--- src/rtl/m_imem_loader.sv ---
// Boot-time instruction-memory loader: assembles little-endian words from a byte
// stream, writes them sequentially, and releases the core once HALT is written.
module m_imem_loader #(
  parameter int          ADDR_W    = 10,
  parameter int          MAX_WORDS = 1024,
  parameter logic [31:0] HALT_WORD = 32'h00050f13
) (
  input  logic              w_clk,
  input  logic              w_rst_n,
  input  logic              w_start,
  input  logic              w_in_valid,
  input  logic [7:0]        w_in_data,
  output logic              w_in_ready,
  output logic              w_we,
  output logic [ADDR_W-1:0] w_waddr,
  output logic [31:0]       w_wdata,
  output logic              w_run,
  output logic              w_err,
  output logic [ADDR_W:0]   w_count
);

  typedef enum logic [2:0] {
    S_IDLE,
    S_LOAD,
    S_FLUSH,
    S_RUN,
    S_ERR
  } state_t;

  localparam logic [ADDR_W-1:0] LAST_PTR = ADDR_W'(MAX_WORDS - 1);

  state_t            state_q, state_d;
  logic [1:0]        byte_idx_q, byte_idx_d;
  logic [23:0]       asm_q, asm_d;
  logic [ADDR_W-1:0] wptr_q, wptr_d;
  logic              we_q, we_d;
  logic [ADDR_W-1:0] waddr_q, waddr_d;
  logic [31:0]       wdata_q, wdata_d;
  logic [ADDR_W:0]   count_q, count_d;
  logic [31:0]       word;

  // The incoming byte always completes the word in the top lane.
  assign word = {w_in_data, asm_q};

  always_comb begin
    state_d    = state_q;
    byte_idx_d = byte_idx_q;
    asm_d      = asm_q;
    wptr_d     = wptr_q;
    we_d       = 1'b0;
    waddr_d    = waddr_q;
    wdata_d    = wdata_q;
    count_d    = we_q ? count_q + 1'b1 : count_q;

    // A restart overrides any byte accepted on the same edge.
    if (w_start) begin
      state_d    = S_LOAD;
      byte_idx_d = 2'd0;
      wptr_d     = '0;
      count_d    = '0;
    end else begin
      case (state_q)
        S_LOAD: begin
          if (w_in_valid) begin
            if (byte_idx_q == 2'd3) begin
              we_d       = 1'b1;
              waddr_d    = wptr_q;
              wdata_d    = word;
              byte_idx_d = 2'd0;
              if (word == HALT_WORD) begin
                state_d = S_FLUSH;
              end else if (wptr_q == LAST_PTR) begin
                state_d = S_ERR;
              end else begin
                wptr_d = wptr_q + 1'b1;
              end
            end else begin
              asm_d[{byte_idx_q, 3'b000} +: 8] = w_in_data;
              byte_idx_d = byte_idx_q + 2'd1;
            end
          end
        end
        S_FLUSH: state_d = S_RUN;
        default: state_d = state_q;
      endcase
    end
  end

  always_ff @(posedge w_clk or negedge w_rst_n) begin
    if (!w_rst_n) begin
      state_q    <= S_IDLE;
      byte_idx_q <= 2'd0;
      asm_q      <= '0;
      wptr_q     <= '0;
      we_q       <= 1'b0;
      waddr_q    <= '0;
      wdata_q    <= '0;
      count_q    <= '0;
    end else begin
      state_q    <= state_d;
      byte_idx_q <= byte_idx_d;
      asm_q      <= asm_d;
      wptr_q     <= wptr_d;
      we_q       <= we_d;
      waddr_q    <= waddr_d;
      wdata_q    <= wdata_d;
      count_q    <= count_d;
    end
  end

  assign w_in_ready = (state_q == S_LOAD);
  assign w_run      = (state_q == S_RUN);
  assign w_err      = (state_q == S_ERR);
  assign w_we       = we_q;
  assign w_waddr    = waddr_q;
  assign w_wdata    = wdata_q;
  assign w_count    = count_q;

endmodule

--- config.mk ---
export PLATFORM = sky130hd
export DESIGN_NAME = m_imem_loader
export DESIGN_NICKNAME = d
export VERILOG_FILES = /design/src/rtl/m_imem_loader.sv
export SDC_FILE = /design/constraint.sdc
export NUM_CORES = 1
export LEC_CHECK = 0
export BUFFER_PORTS_ARGS = -buffer_cell sky130_fd_sc_hd__buf_2
export CAP_MARGIN = 25
export CORE_UTILIZATION = 35
export CTS_CLUSTER_DIAMETER = 120
export DETAILED_ROUTE_END_ITERATION = 7
export GPL_ROUTABILITY_DRIVEN = 0
export SYNTH_ARGS = -nofsm -noshare
export SYNTH_HDL_FRONTEND = slang
export SYNTH_SLANG_ARGS = --single-unit
--- constraint.sdc ---
create_clock -name w_clk -period 2.33 [get_ports w_clk]
set_input_delay 0.1165 -clock w_clk [delete_from_list [all_inputs] [get_ports w_clk]]
set_output_delay 0.1165 -clock w_clk [all_outputs]
set_load 0.05 [all_outputs]
# Yosys cells after proc, flatten, opt, wreduce, memory -nomap -nowiden
# Index checks and enable logic that the tools add are counted.
# totals
register_bits	93
input_bits	12
output_inout_bits	57
wordCells	61
# classes
n_addsub	4
n_eq_ne	12
shifts	2
muxes	23
bitwise_logic	2
n_reduce_logical	10
# op_table
op	count
two-way mux 10 bit	6
== test 32 x 19 -> 1 bit, second input constant	1
bitwise mux 24 bit	1
variable shift 8 x 7 -> 24 bit, first input constant	1
indexed part select 8 x 7 -> 24 bit	1
two-way mux 11 bit	2
two-way mux 3 bit	5
AND reduction 4 bit	3
adder 11 x 1 -> 11 bit, second input constant	1
adder 10 x 1 -> 10 bit, second input constant	1
== test 10 bit, second input constant	1
two-way mux 2 bit	4
nonzero test 2 bit	4
negator 5 -> 7 bit	1
== test 3 x 2 -> 1 bit, second input constant	2
case mux 3 bit (2 select lines)	1
AND reduction 5 bit	1
two-way mux 1 bit	4
inequality test 2 bit, second input constant	2
inequality test 4 x 2 -> 1 bit, second input constant	1
== test 3 x 1 -> 1 bit, second input constant	1
== test 3 bit, second input constant	1
inequality test 3 x 2 -> 1 bit, second input constant	1
inequality test 3 bit, second input constant	1
5 further kinds	6

# Longest topological paths before layout
# Gate-level depths: netlist of the first run.
# logic_depth
ltp_word	7
depth_mapped	7
depth_no_buf	7

# Worst setup path before layout of the first run
# Ideal clock, no wire load.
# synth_path
kind	register -> register
startpoint	reg state_q[1]
endpoint	reg wptr_q[4]
arrival_time_ps	2013
t_required_ps	2205
setup_slack_ps	192
stages_incl_launch_ff	6
path_buffers	0
synth_period_minus_slack_ps	2138
cell_sequence	dfrtp_1 nor3b_4 nand4_4 nor3b_4 and3_1 mux2_4
# synth_via
elab_chain_cells	3
# synth_lines
element	line	source
start: declaration	32	state_t state_q, state_d;
start signal: assignment	100	state_q <= state_d;
== test 3 x 1 -> 1 bit	--	
net w_in_ready	13	output logic w_in_ready,
nonzero test 2 bit (no line)	--	
AND reduction 5 bit (no line)	--	
end signal: assignment	103	wptr_q <= wptr_d;
end: declaration	35	logic [ADDR_W-1:0] wptr_q, wptr_d;
# The timed path passes the listed nets, and every way through them passes these cells.
# A chain may end at the register's enable or synchronous reset.

# Worst setup path in the final report of the first run
# layout_path
startpoint	reg wptr_q[0]
endpoint	reg wptr_q[4]
# layout_via
elab_chain_cells	7
# layout_lines
element	line	source
adder 10 x 1 -> 10 bit	75	wptr_d = wptr_q + 1'b1;
two-way mux 10 bit	72	end else if (wptr_q == LAST_PTR) begin
two-way mux 10 bit	70	if (word == HALT_WORD) begin
two-way mux 10 bit	65	if (byte_idx_q == 2'd3) begin
two-way mux 10 bit	64	if (w_in_valid) begin
two-way mux 10 bit	62	case (state_q)
two-way mux 10 bit	56	if (w_start) begin
# Parallel ways exist; a longest one is shown, timed or not. The select of a mux whose other input is x is not followed.

==> results.cfg, run 1 <==
[synth]
yosysSeqAreaShare_pct = 56.9
yosys_warnings = 0
post_synth_instance_area_um2 = 4090
synthXorXnorAreaFrac_pct = 3.21
yosys-top-cells-area = sky130_fd_sc_hd__dfrtp_1 (57%), sky130_fd_sc_hd__mux2_2 (11%), sky130_fd_sc_hd__nand2_1 (5.5%)
combinational_family_with_the_most_area_after_synthesis = simple AND/OR/NAND/NOR gates
synthDominantAreaCellType = sky130_fd_sc_hd__dfrtp_1
synth_compound_area_share_pct = 4.59
postSynthAreaPerCell_um2 = 11.6
flip_flop_and_latch_count_after_synthesis = 93
synth_cell_types = 44
synth_edf_count = 0
synth.area.mux_share_pct = 13.1
syn-num-nets = 370
synth_adder_area_share_pct = 2.14
synthCells = 351
synth-simple-area-share_pct = 17.5
synth-async-reset-ratio_pct = 100
synth_top_area_share_pct = 56.9
synth-main-ff-cell = sky130_fd_sc_hd__dfrtp_1

[pwr]
p_leak_nw = 2.46
powerDensity_nw_per_um2 = 734
power_mw = 3.59
ir_drop_mv = 0.348

[sta]
grt_setup_unrepaired = no
timing.final.crit_share_pct = 85.5
final.setup_skew_ns = 0.00832
transition_time_at_the_pin_with_the_least_slew_margin_ns = 0.484
fmaxAchievable_ghz = 0.502
timing.final.hold_violations = 0
post_route_setup_slack_ns = 0.337
slew_hr_pct = 67.7
finalSetupViolCount = 0
fin_tns_setup_ns = 0
max_slew_violation_total_from_the_final_report = 0
final_critical_period_ns = 1.99

[final_layout]
insertedDiodeCount = 0
flow.area_growth_from_synthesis_pct = 19.6
layout.filler_cells = 1130
final-instance-count-excl-fill = 574
nets_finish = 445
layout-drive-gt1-share_pct = 33.2

[clock_network]
clk-insertion-delay-late_ns = 0.34
cts_tree = built
clock-root-buffer = sky130_fd_sc_hd__clkbuf_16
clk_pin_slew_worst_paths_ns = 0.07
cts_buf_count = 9
clock-sinks = 93
ctsLongestPathBuffers = 2
ctsHtreeMaxLevel = 3
cells_resized_by_post_cts_repair = 0

[worst_setup_path]
timing.critical_path.buf_inv = 0
critPathTopFamily = simple AND/OR/NAND/NOR gates
slowest_stage = sky130_fd_sc_hd__dfrtp_1
cp-end-kind = flip-flop
required_ns = 2.55
worst_ep_arrival_time_ns = 2.22
crit_fanout = 6
worstSetupStartpointType = flip-flop
worst_path_largest_cell_delay_ns = 0.44
worstPathCellList = ha_1, nand3_1, or3_4, nand4_4, nor3b_4, and3_1, mux2_4
worst-setup-path-type = flip-flop to flip-flop

[floorplanning]
die_height_um = 110
num_io_pins = 69
floorplan_row_count = 39
dieWidth_um = 110
initial_core_util_pct = 35.8
core_area_um2 = 11400
dieArea_um2 = 12100

[global_routing]
grt_first_pass_wirelength_mm = 13.9
gr-usage-all-layers_pct = 15.5
antenna_found_initial = 0
first_global_vias = 2702
grt_max_degree = 34
globalRouteOverflowTotal = 0

[run]
cap_viol_max_count = 0

[worst_hold_path]
type_of_the_most_critical_hold_path = primary input to flip-flop

[detailed_routing]
route.antenna.remaining_nets = 0
drt-wirelength-per-cell_um = 15.2
detail_route.wirelength_mm = 8.70
detail_route.iter0.violations = 121
first_pass_iters = 6
post_drt_via_cell_ratio = 4.90
routed-via-count = 2814
post-route-drc-count = 2

[status]
run_status = complete, but fails checks
failed_checks = design-rule violations

[place]
dpl.cell_count = 557
pre_cts_slack_ns = 0.348
placement.io_buffers = 68
hpwl_mm = 6.21
where the power goes:
group | switching, mW | total [mW] | internal [mW]
Combinational | 0.309 | 0.432 | 0.123
Clock | 0.638 | 1.40 | 0.758
Sequential | 0.0619 | 1.76 | 1.70
Total | 1.01 | 3.59 | 2.58
timing repair:
action                    in CTS  in global routing
hold buffers                   1                  0
hold endpoints to repair      30                  0
setup buffers                  0                  0
path summary, 6_finish.rpt:
| kind | start | slack, ns | endpoint | cells after the start |
|---|---|---|---|---|
| max in group asynchronous | w_rst_n | 1.39 | w_wdata[10]$_DFFE_PN0P_ | 3 |
| min | w_start | 0.009 | byte_idx_q[1]$_DFFE_PN0P_ | 2 |
| max reg2reg | wptr_q[0]$_DFFE_PN0P_ | 0.34 | wptr_q[4]$_DFFE_PN0P_ | 7 |
| max | wptr_q[0]$_DFFE_PN0P_ | 0.34 | wptr_q[4]$_DFFE_PN0P_ | 7 |
| min reg2reg | w_waddr[5]$_DFFE_PN0P_ | 0.48 | w_waddr[5]$_DFFE_PN0P_ | 2 |
| min in group asynchronous | w_rst_n | 0.26 | asm_q[19]$_DFFE_PN0P_ | 2 |
final cells by class:
class                      instances  area (um^2)  share of cell area, %
tap                              143          179                   3.66
sequential                        93         2330                   47.6
inverter                           7         26.3                  0.537
timing repair buffer              76          418                   8.54
clock inverter                     6         46.3                  0.946
multi-input combinational        239         1660                   33.9
clock buffer                      10          239                   4.88
synthesized netlist by cell type (2+ instances only):
master	count
sky130_fd_sc_hd__dfrtp_1	93
sky130_fd_sc_hd__nand2_1	60
sky130_fd_sc_hd__mux2_2	39
sky130_fd_sc_hd__nor2_1	25
sky130_fd_sc_hd__o21ai_0	23
sky130_fd_sc_hd__and3_1	8
sky130_fd_sc_hd__nand3_1	8
sky130_fd_sc_hd__xor2_1	8
sky130_fd_sc_hd__ha_1	7
sky130_fd_sc_hd__inv_1	7
sky130_fd_sc_hd__xnor2_1	7
sky130_fd_sc_hd__nor2b_1	6
sky130_fd_sc_hd__buf_6	4
sky130_fd_sc_hd__clkbuf_1	4
sky130_fd_sc_hd__mux2_1	4
sky130_fd_sc_hd__nand4_1	4
sky130_fd_sc_hd__nor4_1	4
sky130_fd_sc_hd__and2_1	3
sky130_fd_sc_hd__buf_2	3
sky130_fd_sc_hd__a21oi_1	2
sky130_fd_sc_hd__mux2_4	2
sky130_fd_sc_hd__mux2i_1	2
sky130_fd_sc_hd__nand2_2	2
sky130_fd_sc_hd__nor2_2	2
sky130_fd_sc_hd__nor3b_4	2
sky130_fd_sc_hd__nor4b_1	2
sky130_fd_sc_hd__nor4bb_1	2
sky130_fd_sc_hd__o31ai_1	2
metrics by stage:
step	util, %	hold slack [ns]	area, um^2
finish	42.8	0.00934	4890
floorplan	-	-0.179	4090
detailed placement	40.3	0.0896	4600
global placement	40.3	0.0895	4600
CTS	42.8	0.00814	4890
global route	42.8	0.0188	4890
sequential cells by signal, summed over array words and instances, names as in the netlist:
signal      count
wptr_q         10
asm_q          24
w_wdata        32
w_count        11
w_waddr        10
state_q         3
byte_idx_q      2
w_we            1
kinds of logic (layout without fill, tap and decap cells):
kind of cell,after synthesis,after routing
compound gates,33,33
xor+xnor,15,15
fa+ha+maj,7,7
buf+inv,19,99
flops,93,93
mux,47,47
simple gates,137,137
cells in the final DEF, fill, tap and decap left out, types with 2 or more instances in the layout:
cell type                    Yosys  routed
sky130_fd_sc_hd__a21oi_1         2       2
sky130_fd_sc_hd__and2_1          3       3
sky130_fd_sc_hd__and3_1          8       8
sky130_fd_sc_hd__buf_2           3      67
sky130_fd_sc_hd__buf_4           0       7
sky130_fd_sc_hd__clkbuf_16       0       9
sky130_fd_sc_hd__clkinv_4        0       2
sky130_fd_sc_hd__clkinvlp_4      0       2
sky130_fd_sc_hd__dfrtp_1        93      93
sky130_fd_sc_hd__ha_1            7       7
sky130_fd_sc_hd__inv_1           7       7
sky130_fd_sc_hd__mux2_1          4       4
sky130_fd_sc_hd__mux2_2         39      39
sky130_fd_sc_hd__mux2_4          2       2
sky130_fd_sc_hd__mux2i_1         2       2
sky130_fd_sc_hd__nand2_1        60      60
sky130_fd_sc_hd__nand2_2         2       2
sky130_fd_sc_hd__nand3_1         8       8
sky130_fd_sc_hd__nand4_1         4       4
sky130_fd_sc_hd__nor2_1         25      25
sky130_fd_sc_hd__nor2_2          2       2
sky130_fd_sc_hd__nor2b_1         6       6
sky130_fd_sc_hd__nor3b_4         2       2
sky130_fd_sc_hd__nor4_1          4       4
sky130_fd_sc_hd__nor4b_1         2       2
sky130_fd_sc_hd__nor4bb_1        2       2
sky130_fd_sc_hd__o21ai_0        23      23
sky130_fd_sc_hd__o31ai_1         2       2
sky130_fd_sc_hd__xnor2_1         7       7
sky130_fd_sc_hd__xor2_1          8       8
metal layers:
layer  global-route usage, %  up-vias  wire (um)
li1                        -     1348          -
met1                    21.2     1400       4240
met2                    23.3       50       3910
met3                    2.76       16        314
met4                    8.48        0        241
met5                       0        -          0
No activity file was read; power rests on OpenSTA's default activity.
==> run 2, diff against run 1 <==
--- a/config.mk
+++ b/config.mk
@@ -8,6 +8,7 @@
 export BUFFER_PORTS_ARGS = -buffer_cell sky130_fd_sc_hd__buf_2
 export CAP_MARGIN = 25
 export CORE_UTILIZATION = 35
+export CTS_BUF_LIST = sky130_fd_sc_hd__clkbuf_16
 export CTS_CLUSTER_DIAMETER = 120
 export DETAILED_ROUTE_END_ITERATION = 7
 export GPL_ROUTABILITY_DRIVEN = 0
==> constraint.sdc (replaced) <==
create_clock -name w_clk -period 2 [get_ports w_clk]
set_input_delay 0.1 -clock w_clk [delete_from_list [all_inputs] [get_ports w_clk]]
set_output_delay 0.1 -clock w_clk [all_outputs]
set_load 0.05 [all_outputs]
==> results.cfg, run 2 (synthesis gave the netlist of run 1 again) <==
[final_layout]
nets_finish = 454
layout.cells.most_common = sky130_fd_sc_hd__dfrtp_1
most-common-layout-cells = sky130_fd_sc_hd__dfrtp_1 (92), sky130_fd_sc_hd__buf_2 (67), sky130_fd_sc_hd__nand2_1 (58), sky130_fd_sc_hd__mux2_2 (39), sky130_fd_sc_hd__nor2_1 (25)
largest_reg_flops = 32
insertedDiodeCount = 0
flow.area_growth_from_synthesis_pct = 21.8
layout-drive-gt1-share_pct = 36.4

[worst_hold_path]
timing.hold.worst_path_depth = 2
type_of_the_most_critical_hold_path = primary input to flip-flop

[pwr]
p_sw_mw = 1.14
power.share.sequential_pct = 48.6
power_mw = 4.23
share_comb_of_total_power_pct = 12.5
power.share.clock_pct = 38.9
p_leak_nw = 2.52
ir_drop_mv = 0.363
power.share.switching_pct = 26.9
powerDensity_nw_per_um2 = 849
internal-power_mw = 3.09

[detailed_routing]
post_drt_via_cell_ratio = 4.91
post-route-drc-count = 0
drt-wirelength-per-cell_um = 15.1
route.antenna.remaining_nets = 0
detail_route.wirelength_mm = 8.80
routed-via-count = 2859
first_pass_iters = 4
detail_route.iter0.violations = 166

[clock_network]
cts_tree = built
ctsHtreeMaxLevel = 3
ctsLongestPathBuffers = 2
clock-root-buffer = sky130_fd_sc_hd__clkbuf_16
clk-insertion-delay-late_ns = 0.34
clock-sinks = 93
clk_pin_slew_worst_paths_ns = 0.06
cts_buf_count = 9

[global_routing]
top_usage_layer = met2
global_route.usage.met2_pct = 25.2
antenna_found_initial = 0
grt_max_degree = 47
first_global_vias = 2833
grt_first_pass_wirelength_mm = 14.5
gr-usage-all-layers_pct = 16.0
gr-usage-met3_pct = 3.94
globalRouteOverflowTotal = 0
grt_use_met1_pct = 21.6

[sta]
transition_time_at_the_pin_with_the_least_slew_margin_ns = 0.594
fmaxAchievable_ghz = 0.511
final_critical_period_ns = 1.96
final.setup_skew_ns = 0.00666
timing.final.hold_violations = 0
slew_hr_pct = 60.4
timing.final.crit_share_pct = 97.8
max_slew_violation_total_from_the_final_report = 0
hold-worst-slack_ns = 0.0102
finalSetupViolCount = 0
grt_setup_unrepaired = yes

[worst_setup_path]
critPathTopFamily = simple AND/OR/NAND/NOR gates
worst-path-stages = 7
slowest_stage = sky130_fd_sc_hd__dfrtp_2
worst_ep_arrival_time_ns = 2.18
r2r.worst_path.cells = 7
worst-setup-path-type = flip-flop to flip-flop
worstPathCellList = ha_1, nand3_1, or3_4, nand4_4, nor3b_4, and3_4, mux2_4
crit_fanout = 5
required_ns = 2.22
cp-end-kind = flip-flop
worstSetupStartpointType = flip-flop
timing.critical_path.buf_inv = 0
worst_path_largest_cell_delay_ns = 0.43

[floorplanning]
dieArea_um2 = 12100
floorplan_row_count = 39
core_area_um2 = 11400
die_height_um = 110
initial_core_util_pct = 35.8
dieWidth_um = 110
num_io_pins = 69

[place]
placement.io_buffers = 68
hpwl_mm = 6.24

[run]
cap_viol_max_count = 0

[status]
run_status = finished clean
run 2: cell types whose count changed in the layout (fill, tap and decap cells not counted), moves of 2 or more:
cell,delta
sky130_fd_sc_hd__buf_4,+10
sky130_fd_sc_hd__clkinv_2,+2
sky130_fd_sc_hd__clkinv_4,-2
sky130_fd_sc_hd__mux2_1,-2
sky130_fd_sc_hd__mux2_4,+2
sky130_fd_sc_hd__nand2_1,-2
sky130_fd_sc_hd__nand2_2,+2
sky130_fd_sc_hd__nor4b_1,-2
sky130_fd_sc_hd__nor4b_2,+2
run 2: final cells by class:
type,instances,area (um^2)
fillers,1117,6440
clock inverters,6,56.3
well taps,143,179
repair buffers,85,473
clock buffers,9,225
multi-input cells,239,1690
inverters,7,26.3
flip-flops and latches,93,2330
run 2: layer usage:
metal  up-vias  routed length (um)
li1       1369                   -
met4         0                 123
met5         -                   0
met3        10                 438
met1      1421                4090
met2        59                4150
run 2: stage by stage:
step / setup slack [ns] / TNS (ns) / utilization (%) / instance area (um^2) / std cells
after global placement: 0.0216 / 0 / 40.5 / 4630 / 562
after CTS: 0.0192 / 0 / 43.2 / 4940 / 580
after global routing: -0.0493 / -0.0493 / 43.6 / 4980 / 582
after detailed placement: 0.00199 / 0 / 40.5 / 4630 / 562
final: 0.0434 / 0 / 43.6 / 4980 / 582
after floorplan: -0.137 / -1.42 / - / 4100 / 351
run 2: path summary, 6_finish.rpt:
| kind | slack [ns] | end | start |
|---|---|---|---|
| hold / removal | 0.01 | byte_idx_q[0]$_DFFE_PN0P_ | w_start |
| hold reg to reg | 0.48 | w_waddr[5]$_DFFE_PN0P_ | w_waddr[5]$_DFFE_PN0P_ |
| setup reg to reg | 0.04 | wptr_q[4]$_DFFE_PN0P_ | wptr_q[1]$_DFFE_PN0P_ |
| setup / recovery | 0.04 | wptr_q[4]$_DFFE_PN0P_ | wptr_q[1]$_DFFE_PN0P_ |
| max in group asynchronous | 0.93 | asm_q[4]$_DFFE_PN0P_ | w_rst_n |
| min in group asynchronous | 0.32 | w_wdata[22]$_DFFE_PN0P_ | w_rst_n |
run 2: power groups by stage:
stage / clock (mW) / combinational, mW / sequential, mW
2_1_floorplan: 0 / 0.169 / 2.25
3_3_place_gp: 0 / 0.517 / 2.09
3_5_place_dp: 0 / 0.524 / 2.09
4_1_cts: 1.69 / 0.527 / 2.05
5_1_grt: 1.75 / 0.575 / 2.07
6_report: 1.65 / 0.527 / 2.06
run 2: what timing repair did:
action,4_1_cts,5_1_grt
setup buffers,2,2
setup endpoints to repair,2,10
cloned,0,0
pin swaps,1,2
endpoints found under the hold margin,43,0
gates resized for setup,0,8
hold buffers,1,0
==> run 3, diff against run 2 <==
--- a/config.mk
+++ b/config.mk
@@ -12,6 +12,7 @@
 export CTS_CLUSTER_DIAMETER = 120
 export DETAILED_ROUTE_END_ITERATION = 7
 export GPL_ROUTABILITY_DRIVEN = 0
+export RECOVER_POWER = 25
 export SYNTH_ARGS = -nofsm -noshare
 export SYNTH_HDL_FRONTEND = slang
 export SYNTH_SLANG_ARGS = --single-unit
==> results.cfg, run 3 (synthesis gave the netlist of run 1 again) <==
[clock_network]
clock-root-buffer = sky130_fd_sc_hd__clkbuf_16
ctsLongestPathBuffers = 2
clk_pin_slew_worst_paths_ns = 0.06
ctsHtreeMaxLevel = 3
clk-insertion-delay-late_ns = 0.34
cts_tree = built
clock-sinks = 93
cts_buf_count = 9

[status]
run_status = finished clean

[sta]
finalSetupViolCount = 0
grt_setup_unrepaired = yes
final.setup_skew_ns = 0.00678
timing.final.hold_violations = 0
max_slew_violation_total_from_the_final_report = 0
timing.final.crit_share_pct = 97.8
transition_time_at_the_pin_with_the_least_slew_margin_ns = 1.15
final_critical_period_ns = 1.96
slew_hr_pct = 23.0
fmaxAchievable_ghz = 0.511

[floorplanning]
floorplan_row_count = 39
die_height_um = 110
num_io_pins = 69
dieWidth_um = 110
core_area_um2 = 11400
dieArea_um2 = 12100
initial_core_util_pct = 35.8

[worst_setup_path]
worst-setup-path-type = flip-flop to flip-flop
worstPathCellList = ha_1, nand3_1, or3_4, nand4_4, nor3b_4, and3_4, mux2_4
required_ns = 2.22
crit_fanout = 5
critPathTopFamily = simple AND/OR/NAND/NOR gates
worstSetupStartpointType = flip-flop
critical_path.reg2reg.endpoint = wptr_q[4]$_DFFE_PN0P_
worst_path_largest_cell_delay_ns = 0.43
worst_ep_arrival_time_ns = 2.18
timing.critical_path.buf_inv = 0
critical_path.reg2reg.startpoint = wptr_q[1]$_DFFE_PN0P_
slowest_stage = sky130_fd_sc_hd__dfrtp_2
reg2reg_slack_ns = 0.04
cp-end-kind = flip-flop
r2r.worst_path.cells = 7

[global_routing]
grt_max_degree = 47
gr-usage-all-layers_pct = 16.0
grt_first_pass_wirelength_mm = 14.5
first_global_vias = 2833
globalRouteOverflowTotal = 0
antenna_found_initial = 0

[final_layout]
insertedDiodeCount = 0
nets_finish = 454
final_standard_cell_utilization_of_the_core_pct = 43.5
final-instance-count-excl-fill = 582
layout-drive-gt1-share_pct = 34.9
most-common-layout-cells = sky130_fd_sc_hd__dfrtp_1 (92), sky130_fd_sc_hd__buf_2 (61), sky130_fd_sc_hd__nand2_1 (58), sky130_fd_sc_hd__mux2_2 (39), sky130_fd_sc_hd__nor2_1 (25)
largest_reg_flops = 32
layout.cells.most_common = sky130_fd_sc_hd__dfrtp_1
flow.area_growth_from_synthesis_pct = 21.5
finalInstanceArea_um2 = 4970

[pwr]
p_leak_nw = 2.49
ir_drop_mv = 0.363
power_mw = 4.23
powerDensity_nw_per_um2 = 851

[detailed_routing]
post-route-drc-count = 0
first_pass_iters = 4
drt-wirelength-per-cell_um = 15.1
route.antenna.remaining_nets = 0
routed-via-count = 2853
post_drt_via_cell_ratio = 4.90
detail_route.wirelength_mm = 8.81
detail_route.iter0.violations = 171

[worst_hold_path]
hold_path_startpoint = w_start
timing.hold.worst_path_depth = 2
type_of_the_most_critical_hold_path = primary input to flip-flop
holdPathEnd = byte_idx_q[0]$_DFFE_PN0P_

[place]
dpl.cell_count = 562
placement.io_buffers = 68
hpwl_mm = 6.24
placed_cell_area_um2 = 4630

[run]
cap_viol_max_count = 0
run 3: changes by cell type in the layout (fill, tap and decap cells not counted):
cell / previous run / this run
sky130_fd_sc_hd__clkbuf_2: 0 / 1
sky130_fd_sc_hd__buf_4: 17 / 15
sky130_fd_sc_hd__buf_2: 67 / 61
sky130_fd_sc_hd__clkbuf_1: 0 / 7
run 3: routing by layer:
layer / global-route usage, % / vias up / part of all wire, %
met5: 0 / - / 0
met4: 5.43 / 0 / 1.4
met3: 3.94 / 10 / 5.0
met2: 25.2 / 57 / 47
met1: 21.6 / 1416 / 47
li1: - / 1370 / -
run 3: worst register-to-register path: stages (launching register included):
cell                      delay (ns)
sky130_fd_sc_hd__dfrtp_2        0.43
sky130_fd_sc_hd__ha_1           0.20
sky130_fd_sc_hd__nand3_1        0.09
sky130_fd_sc_hd__or3_4          0.14
sky130_fd_sc_hd__nand4_4        0.15
sky130_fd_sc_hd__nor3b_4        0.31
sky130_fd_sc_hd__and3_4         0.23
sky130_fd_sc_hd__mux2_4         0.29
run 3: power by group:
part / total (mW) / internal (mW) / switching [mW]
Sequential: 2.06 / 1.98 / 0.0748
Combinational: 0.525 / 0.157 / 0.368
Clock: 1.65 / 0.950 / 0.696
Total: 4.23 / 3.09 / 1.14
run 3: repair_timing:
action,CTS,global route
endpoints found under the hold margin,43,0
setup buffers,2,2
gates resized for setup,0,8
pin swaps,1,2
setup endpoints to repair,2,10
hold buffers,1,0
run 3: final cells by class:
class | instances | area (um^2)
Clock buffer | 9 | 225
Clock inverter | 6 | 56.3
Fill cell | 1124 | 6450
Inverter | 7 | 26.3
Multi-Input combinational cell | 239 | 1690
Sequential cell | 93 | 2330
Tap cell | 143 | 179
Timing Repair Buffer | 85 | 459
run 3: metrics by stage:
stage	hold WS, ns	TNS, ns	worst slack, ns
finish	0.0102	0	0.0432
global placement	0.150	0	0.0216
global route	0.0136	-0.0493	-0.0493
CTS	0.00884	0	0.0192
detailed placement	0.155	0	0.00199
floorplan	-0.196	-1.42	-0.137
run 3: worst max-delay path by stage:
stage	from	to	cells after the start
after global placement	asm_q[7]$_DFFE_PN0P_	wptr_q[9]$_DFFE_PN0P_	6
final	wptr_q[1]$_DFFE_PN0P_	wptr_q[4]$_DFFE_PN0P_	7
after detailed placement	asm_q[7]$_DFFE_PN0P_	wptr_q[9]$_DFFE_PN0P_	6
after global routing	wptr_q[1]$_DFFE_PN0P_	wptr_q[4]$_DFFE_PN0P_	7
after CTS	wptr_q[1]$_DFFE_PN0P_	wptr_q[4]$_DFFE_PN0P_	7
after floorplan	state_q[1]$_DFFE_PN0P_	wptr_q[4]$_DFFE_PN0P_	5
